==> config.mk <==
export PLATFORM = sky130hd
export DESIGN_NAME = updown_sweep_ctrl
export DESIGN_NICKNAME = d
export VERILOG_FILES = /design/src/rtl/updown_sweep_ctrl.sv
export SDC_FILE = /design/constraint.sdc
export NUM_CORES = 1
export LEC_CHECK = 0
export CAP_MARGIN = 20
export CORE_MARGIN = 10
export CORE_UTILIZATION = 40
export DETAILED_ROUTE_END_ITERATION = 7
export MAX_ROUTING_LAYER = met4
export PLACE_DENSITY = 0.76
export SETUP_SLACK_MARGIN = 0.3
export SYNTH_ARGS = -nofsm -noshare
export SYNTH_HDL_FRONTEND = slang
export SYNTH_SLANG_ARGS = --single-unit
==> constraint.sdc <==
create_clock -name clk_i -period 3.29 [get_ports clk_i]
set_clock_uncertainty 0.2 [all_clocks]
set_input_delay 0.658 -clock clk_i [delete_from_list [all_inputs] [get_ports clk_i]]
set_output_delay 0.658 -clock clk_i [all_outputs]
set_load 0.01 [all_outputs]
==> src/rtl/updown_sweep_ctrl.sv <==
// Triangular sweep sequencer for an external up/down counter.
// Optional turning-point dwell: define SWEEP_DWELL_EN.
module updown_sweep_ctrl #(
    parameter int unsigned WIDTH   = 3,
    parameter int unsigned SWEEP_W = 8,
    parameter int unsigned DWELL   = 2
) (
    input  logic               clk_i,
    input  logic               rst_i,
    input  logic               start_i,
    input  logic               abort_i,
    input  logic [WIDTH-1:0]   lo_i,
    input  logic [WIDTH-1:0]   hi_i,
    input  logic [SWEEP_W-1:0] nsweeps_i,
    input  logic [WIDTH-1:0]   cnt_i,
    output logic               load_o,
    output logic [WIDTH-1:0]   load_val_o,
    output logic               cnt_en_o,
    output logic               mode_o,
    output logic               busy_o,
    output logic               done_o,
    output logic               err_o,
    output logic [SWEEP_W-1:0] sweep_cnt_o
);

    typedef enum logic [2:0] {
        S_IDLE,
        S_LOAD,
        S_UP,
        S_DOWN,
        S_DONE
`ifdef SWEEP_DWELL_EN
        , S_DWELL
`endif
    } state_t;

    localparam logic [SWEEP_W-1:0] SW_ONE = 1;

    state_t             state_q, state_d;
    logic [WIDTH-1:0]   lo_q, lo_d;
    logic [WIDTH-1:0]   hi_q, hi_d;
    logic [SWEEP_W-1:0] ns_q, ns_d;
    logic [SWEEP_W-1:0] sweep_q, sweep_d;
    logic [SWEEP_W-1:0] sweep_inc;

`ifdef SWEEP_DWELL_EN
    localparam int unsigned DW_W = (DWELL > 1) ? $clog2(DWELL) : 1;
    localparam logic [DW_W-1:0] DW_INIT = DW_W'(DWELL - 1);
    localparam logic [DW_W-1:0] DW_ONE  = 1;

    logic [DW_W-1:0] dwell_q, dwell_d;
    logic            dir_q, dir_d;
`endif

    assign load_val_o  = lo_q;
    assign sweep_cnt_o = sweep_q;
    assign sweep_inc   = sweep_q + SW_ONE;

    // State, captured limits and sweep counter
    always_ff @(posedge clk_i or negedge rst_i) begin
        if (!rst_i) begin
            state_q <= S_IDLE;
            lo_q    <= '0;
            hi_q    <= '0;
            ns_q    <= '0;
            sweep_q <= '0;
        end else begin
            state_q <= state_d;
            lo_q    <= lo_d;
            hi_q    <= hi_d;
            ns_q    <= ns_d;
            sweep_q <= sweep_d;
        end
    end

`ifdef SWEEP_DWELL_EN
    // Dwell countdown and post-dwell direction
    always_ff @(posedge clk_i or negedge rst_i) begin
        if (!rst_i) begin
            dwell_q <= '0;
            dir_q   <= 1'b0;
        end else begin
            dwell_q <= dwell_d;
            dir_q   <= dir_d;
        end
    end
`endif

    // Next-state and counter control; abort overrides every busy state
    always_comb begin
        state_d  = state_q;
        lo_d     = lo_q;
        hi_d     = hi_q;
        ns_d     = ns_q;
        sweep_d  = sweep_q;
        load_o   = 1'b0;
        cnt_en_o = 1'b0;
        mode_o   = 1'b0;
        busy_o   = 1'b0;
        done_o   = 1'b0;
        err_o    = 1'b0;
`ifdef SWEEP_DWELL_EN
        dwell_d  = dwell_q;
        dir_d    = dir_q;
`endif
        if (abort_i && state_q != S_IDLE) begin
            busy_o  = (state_q != S_DONE);
            state_d = S_IDLE;
        end else begin
            unique case (state_q)
                S_IDLE: begin
                    if (start_i && !abort_i) begin
                        if (lo_i < hi_i) begin
                            lo_d    = lo_i;
                            hi_d    = hi_i;
                            ns_d    = nsweeps_i;
                            sweep_d = '0;
                            state_d = S_LOAD;
                        end else begin
                            err_o = rst_i;
                        end
                    end
                end
                S_LOAD: begin
                    busy_o  = 1'b1;
                    load_o  = 1'b1;
                    state_d = S_UP;
                end
                S_UP: begin
                    busy_o = 1'b1;
                    if (cnt_i > hi_q) begin
                        err_o   = 1'b1;
                        state_d = S_IDLE;
                    end else if (cnt_i == hi_q) begin
`ifdef SWEEP_DWELL_EN
                        dwell_d = DW_INIT;
                        dir_d   = 1'b0;
                        state_d = S_DWELL;
`else
                        cnt_en_o = 1'b1;
                        state_d  = S_DOWN;
`endif
                    end else begin
                        cnt_en_o = 1'b1;
                        mode_o   = 1'b1;
                    end
                end
                S_DOWN: begin
                    busy_o = 1'b1;
                    if (cnt_i < lo_q) begin
                        err_o   = 1'b1;
                        state_d = S_IDLE;
                    end else if (cnt_i == lo_q) begin
                        sweep_d = sweep_inc;
                        if (ns_q != '0 && sweep_inc == ns_q) begin
                            state_d = S_DONE;
                        end else begin
`ifdef SWEEP_DWELL_EN
                            dwell_d = DW_INIT;
                            dir_d   = 1'b1;
                            state_d = S_DWELL;
`else
                            cnt_en_o = 1'b1;
                            mode_o   = 1'b1;
                            state_d  = S_UP;
`endif
                        end
                    end else begin
                        cnt_en_o = 1'b1;
                    end
                end
`ifdef SWEEP_DWELL_EN
                S_DWELL: begin
                    busy_o = 1'b1;
                    mode_o = dir_q;
                    if (dwell_q == '0) begin
                        cnt_en_o = 1'b1;
                        state_d  = dir_q ? S_UP : S_DOWN;
                    end else begin
                        dwell_d = dwell_q - DW_ONE;
                    end
                end
`endif
                S_DONE: begin
                    done_o  = 1'b1;
                    state_d = S_IDLE;
                end
                default: state_d = S_IDLE;
            endcase
        end
    end

endmodule
Word level (Yosys, flattened, before mapping) --
Index checks and enable logic that the tools add are counted. Widths: inputs -> output; s select.
Word-level totals: register bits 25, bits of input ports 21
Operators by class: add/sub/neg operators 1, order comparisons 3, eq/ne operators 16, multiplexer cells 38, bitwise gates (word level) 1, reduce and logical (&&, ||, !) cells 12
Operators with widths (count):
- $mux 8 | 4
- $mux 3 | 8
- $mux 1 | 21
- $pmux 8 s2 | 1
- $pmux 3 s4 | 1
- $ne 3x3->1 const B | 3
- $add 8x1->8 const B | 1
- $eq 8x8->1 | 1
- $ne 2x2->1 const B | 4
- $ne 4x4->1 const B | 2
- $reduce_and 4->1 | 2
- $reduce_bool 8->1 | 1
- $eq 3x2->1 const B | 2
- $eq 3x3->1 | 2
- $lt 3x3->1 | 2
- $reduce_and 6->1 | 1
- $pmux 1 s2 | 2
- $eq 3x1->1 const B | 1
- $eq 3x3->1 const B | 1
- $gt 3x3->1 | 1
- $logic_and 1x1->1 | 3
- $logic_not 3->1 | 1
- $pmux 1 s3 | 1
- $reduce_bool 3->1 | 1
- 4 further kinds | 4

Depth between registers and ports, before layout --
depth after elaboration 8, gate-level depth with buffers 9, mapped depth without buffers 8

Worst setup path before layout --
No wires, ideal clock.
path type input -> output, start input cnt_i[0], end output mode_o, data arrival time 1986 ps, data required time 2432 ps, path slack 446 ps, stages 7, buffers on the path 1, path through inv_1 > ha_1 > nand3_1 > or3_1 > buf_2 > or2_1 > o32ai_1
On the way: word-level cells in the longest chain between the ends 5, elaborated cells on any way between the ends 10
Ends and longest elaborated chain:
- start: declaration | line 15 | input logic [WIDTH-1:0] cnt_i,
- branches (longest 3 deep; another with $lt 3x3->1)
- $pmux 1 s2 * | line 110 | unique case (state_q)
- $mux 1 * | line 106 | if (abort_i && state_q != S_IDLE) begin
- end: declaration | line 19 | output logic mode_o,
Mark *: on every way between the ends.

Final worst setup path --
start register sweep_q[1], in the netlist sweep_cnt_o[1], end output mode_o
On the way: word-level cells in the longest chain between the ends 8
Ends and longest elaborated chain:
- start: declaration | line 43 | logic [SWEEP_W-1:0] sweep_q, sweep_d;
- start signal: assignment | line 72 | sweep_q <= sweep_d;
- $add 8x1->8 | line 57 | assign sweep_inc = sweep_q + SW_ONE;
- $eq 8x8->1 | line 155 | if (ns_q != '0 && sweep_inc == ns_q) begin
- $logic_and 1x1->1 | line 155
- $mux 1 | line 155
- $mux 1 | line 153 | end else if (cnt_i == lo_q) begin
- $mux 1 | line 150 | if (cnt_i < lo_q) begin
- $pmux 1 s2 | line 110
- $mux 1 | line 106
Every way passes these cells.

==> run summary <==
Status: completed
Actual slew at the worst max-slew pin: 0.417 ns
Terminating pin of the worst hold path: hi_q[1]
Routed wire length: 4540 µm
Max FO, Critical Path: 3
Tot Pwr: 1.14 mW
Pin count of the biggest net entering global routing: 26
Die ar.: 7090 µm²
Hold Path Class: register to register
Post-synthesis cell type count: 43
Startpoint Class: register
Seq/Total Area, Yosys: 0.380
RSZ-0062 raised after global routing: yes
Die Height: 84.2 µm
GR Util All Layers: 0.130
Detailed-route via count: 1,607
Layout area overhead: 46.5%
Post-synth EDFFs: 0
Dpl hpwl: 3410 µm
Initial antenna violation count: 0
FF-to-FF Start: load_val_o[2]
Yosys Warn Count: 0
Worst path cell trace: ha_4 > xor2_1 > a311oi_1 > nand3_1 > nor3_4 > o32ai_2 > buf_2
Synth Flop Type: dfrtp_1
Final WS setup: 0.230 ns
CTS clock-pin slew for the worst setup and hold paths: 0.09 ns
Cells after synthesis: 180
TritonCTS clock tree: done
CP Class: register to output port
PwrDens: 471 nW/µm²
Final Hold Fails: 0
Pleak: 1.06 nW
Worst rel slew slack: 0.721
# H-tree levels: 1
Vias in the first global route: 1,672
Max Fclk: 327 MHz
Worst-Skew Late Latency: 0.27 ns
Routability Congestion: 1.02
Share of cells above drive strength 1: 0.277
Setup violations, final: 0
Vias per cell: 5.58
Maximum vdd ir drop: 0.000270 V
Post-synthesis cell area: 1650 µm²
Layout net count: 269
Global-route wire length before repair: 7660 µm
PortBufs: 37
Slowest stage cell, crit path: dfrtp_1
Max_cap viols: 0
Core Footprint: 4000 µm²
Worst path arrival time: 2.20 ns
Slew Limit Fails: 0
Net Count, Synth: 210
Initial DRC Count: 185
Mean routed wirelength per cell: 15.7 µm
Area leader, netlist: dfrtp_1
Bufs on Longest Clock Path: 2
Starting Density: 0.412
Hold slack: 0.301 ns
Die width: 84.2 µm
Hold Path Stages: 2
Post-route insts no fill: 288
Pre-CTS setup slack: -0.516 ns
CP Data Required Time: 2.43 ns
Setup_tns: 0 ns
Row cnt: 23
Worst setup EP type: output port
Num CTS Buffers: 3
Ys async rst share: 1.00
GRT overflow: 0
Num Clock Sinks: 25
CTS root buffer: clkbuf_8
Pre-antenna DRT Iters: 4
Worst Hold Launch: hi_q[1]
Io pins: 38
Post-CTS Hold Fix Bufs: 0
Area contributors post-synth: dfrtp_1 (38%), ha_1 (6.8%), mux2_2 (6.2%)
Fin crit period: 3.06 ns
Post-Place Cells: 279
Slowest stage delay, CP: 0.42 ns
Number of remaining DRC errors: 0
Ant diodes: 0
End of the worst register-to-register path: state_q[0]
R2R Setup Slk: 0.89 ns
Antenna viol nets, final: 0
Yosys reg bits: 25
Syn_area_per_cell: 9.15 µm²
Worst reg2reg path depth: 11
Post-route clock period utilization: 0.930
Yosys top cell area share: 0.380
==> sequential cells by signal (all words and copies together), names as in the netlist <==
register     flops
load_val_o       3
sweep_cnt_o      8
ns_q             8
state_q          3
hi_q             3
==> Yosys cell counts (all sizes together), types with 2 or more instances <==
master	count
nor2b	4
xor2	5
inv	14
o32ai	3
nor2	10
or3	2
and4	2
a22o	2
nand3	8
buf	3
dfrtp	25
o21ai	20
nor3	6
and3	5
xnor2	5
nand2	13
mux2	12
a21oi	6
nand2b	3
nor4b	2
o31ai	2
ha	9
or2	3
==> stage by stage <==
stage	utilization	area, µm²
final	0.603	2410
after global routing	0.603	2410
after CTS	0.582	2330
after detailed placement	0.546	2180
after global placement	0.546	2180
after floorplan	-	1650
==> metal layers <==
layer	wire length, µm	track usage	vias up
li1	-	-	775
met1	2050	0.155	768
met2	2230	0.208	54
met3	178	0.0203	10
met4	80	0.0609	0
met5	0	-	-
==> worst max-delay path, delay by kind of cell, from the launching register on <==
family          cells  cell delay, ns
simple gates        2            0.50
compound gates      2            0.45
flops               1            0.42
fa+ha+maj           1            0.26
xor+xnor            1            0.15
buf+inv             1            0.15
==> kinds of logic after synthesis <==
family	share of synthesized area
muxes	0.0820
buffers and inverters	0.0433
DFF	0.380
and+or+nand+nor	0.207
xor gates and xnor gates	0.0531
AOI/OAI and AO/OA	0.166
adders and majority gates	0.0683
==> power by group <==
| part | internal, mW | switching [mW] |
|---|---|---|
| sequential | 0.376 | 0.0733 |
| clock | 0.0859 | 0.105 |
| combinational | 0.276 | 0.222 |
| total | 0.737 | 0.400 |
==> final cells by class <==
cell class	count	area, µm²
multi-input combinational	137	1110
sequential	25	627
timing repair buffer	58	515
fill	351	1590
clock buffer	3	41.3
inverter	14	52.6
clock inverter	1	7.51
tap	50	62.6
==> what timing repair did <==
item	in CTS	in global routing
resized for setup	40	15
gates cloned	0	0
pin swaps	11	10
setup buffers	3	2
endpoints found under the setup margin	4	4
==> cell usage in the layout, fill, tap and decap left out, drive strengths merged, types with 2 or more instances in the layout <==
| cell type | n |
|---|---|
| a22o | 2 |
| nand2 | 13 |
| nor2b | 4 |
| mux2 | 12 |
| dfrtp | 25 |
| clkdlybuf4s15 | 2 |
| and4 | 2 |
| o31ai | 2 |
| nand2b | 3 |
| a21oi | 6 |
| or2 | 3 |
| or3 | 2 |
| clkbuf | 3 |
| o21ai | 20 |
| inv | 14 |
| xor2 | 5 |
| nor3 | 6 |
| xnor2 | 5 |
| dlymetal6s2s | 3 |
| ha | 9 |
| nor4b | 2 |
| o32ai | 3 |
| and3 | 5 |
| buf | 25 |
| nand3 | 8 |
| nor2 | 10 |
| clkdlybuf4s50 | 27 |
==> how the worst max path moves through the flow <==
stage / startpoint / end / slack [ns] / depth (start not counted)
6_report: sweep_cnt_o[1] / mode_o / 0.23 / 7
2_1_floorplan: cnt_i[0] / mode_o / 0.45 / 7
5_1_grt: sweep_cnt_o[1] / mode_o / 0.17 / 7
4_1_cts: cnt_i[2] / mode_o / 0.30 / 7
3_3_place_gp: cnt_i[1] / cnt_en_o / -0.48 / 9
3_5_place_dp: cnt_i[1] / cnt_en_o / -0.52 / 9
Note: power is estimated with default switching activity, not from simulation.
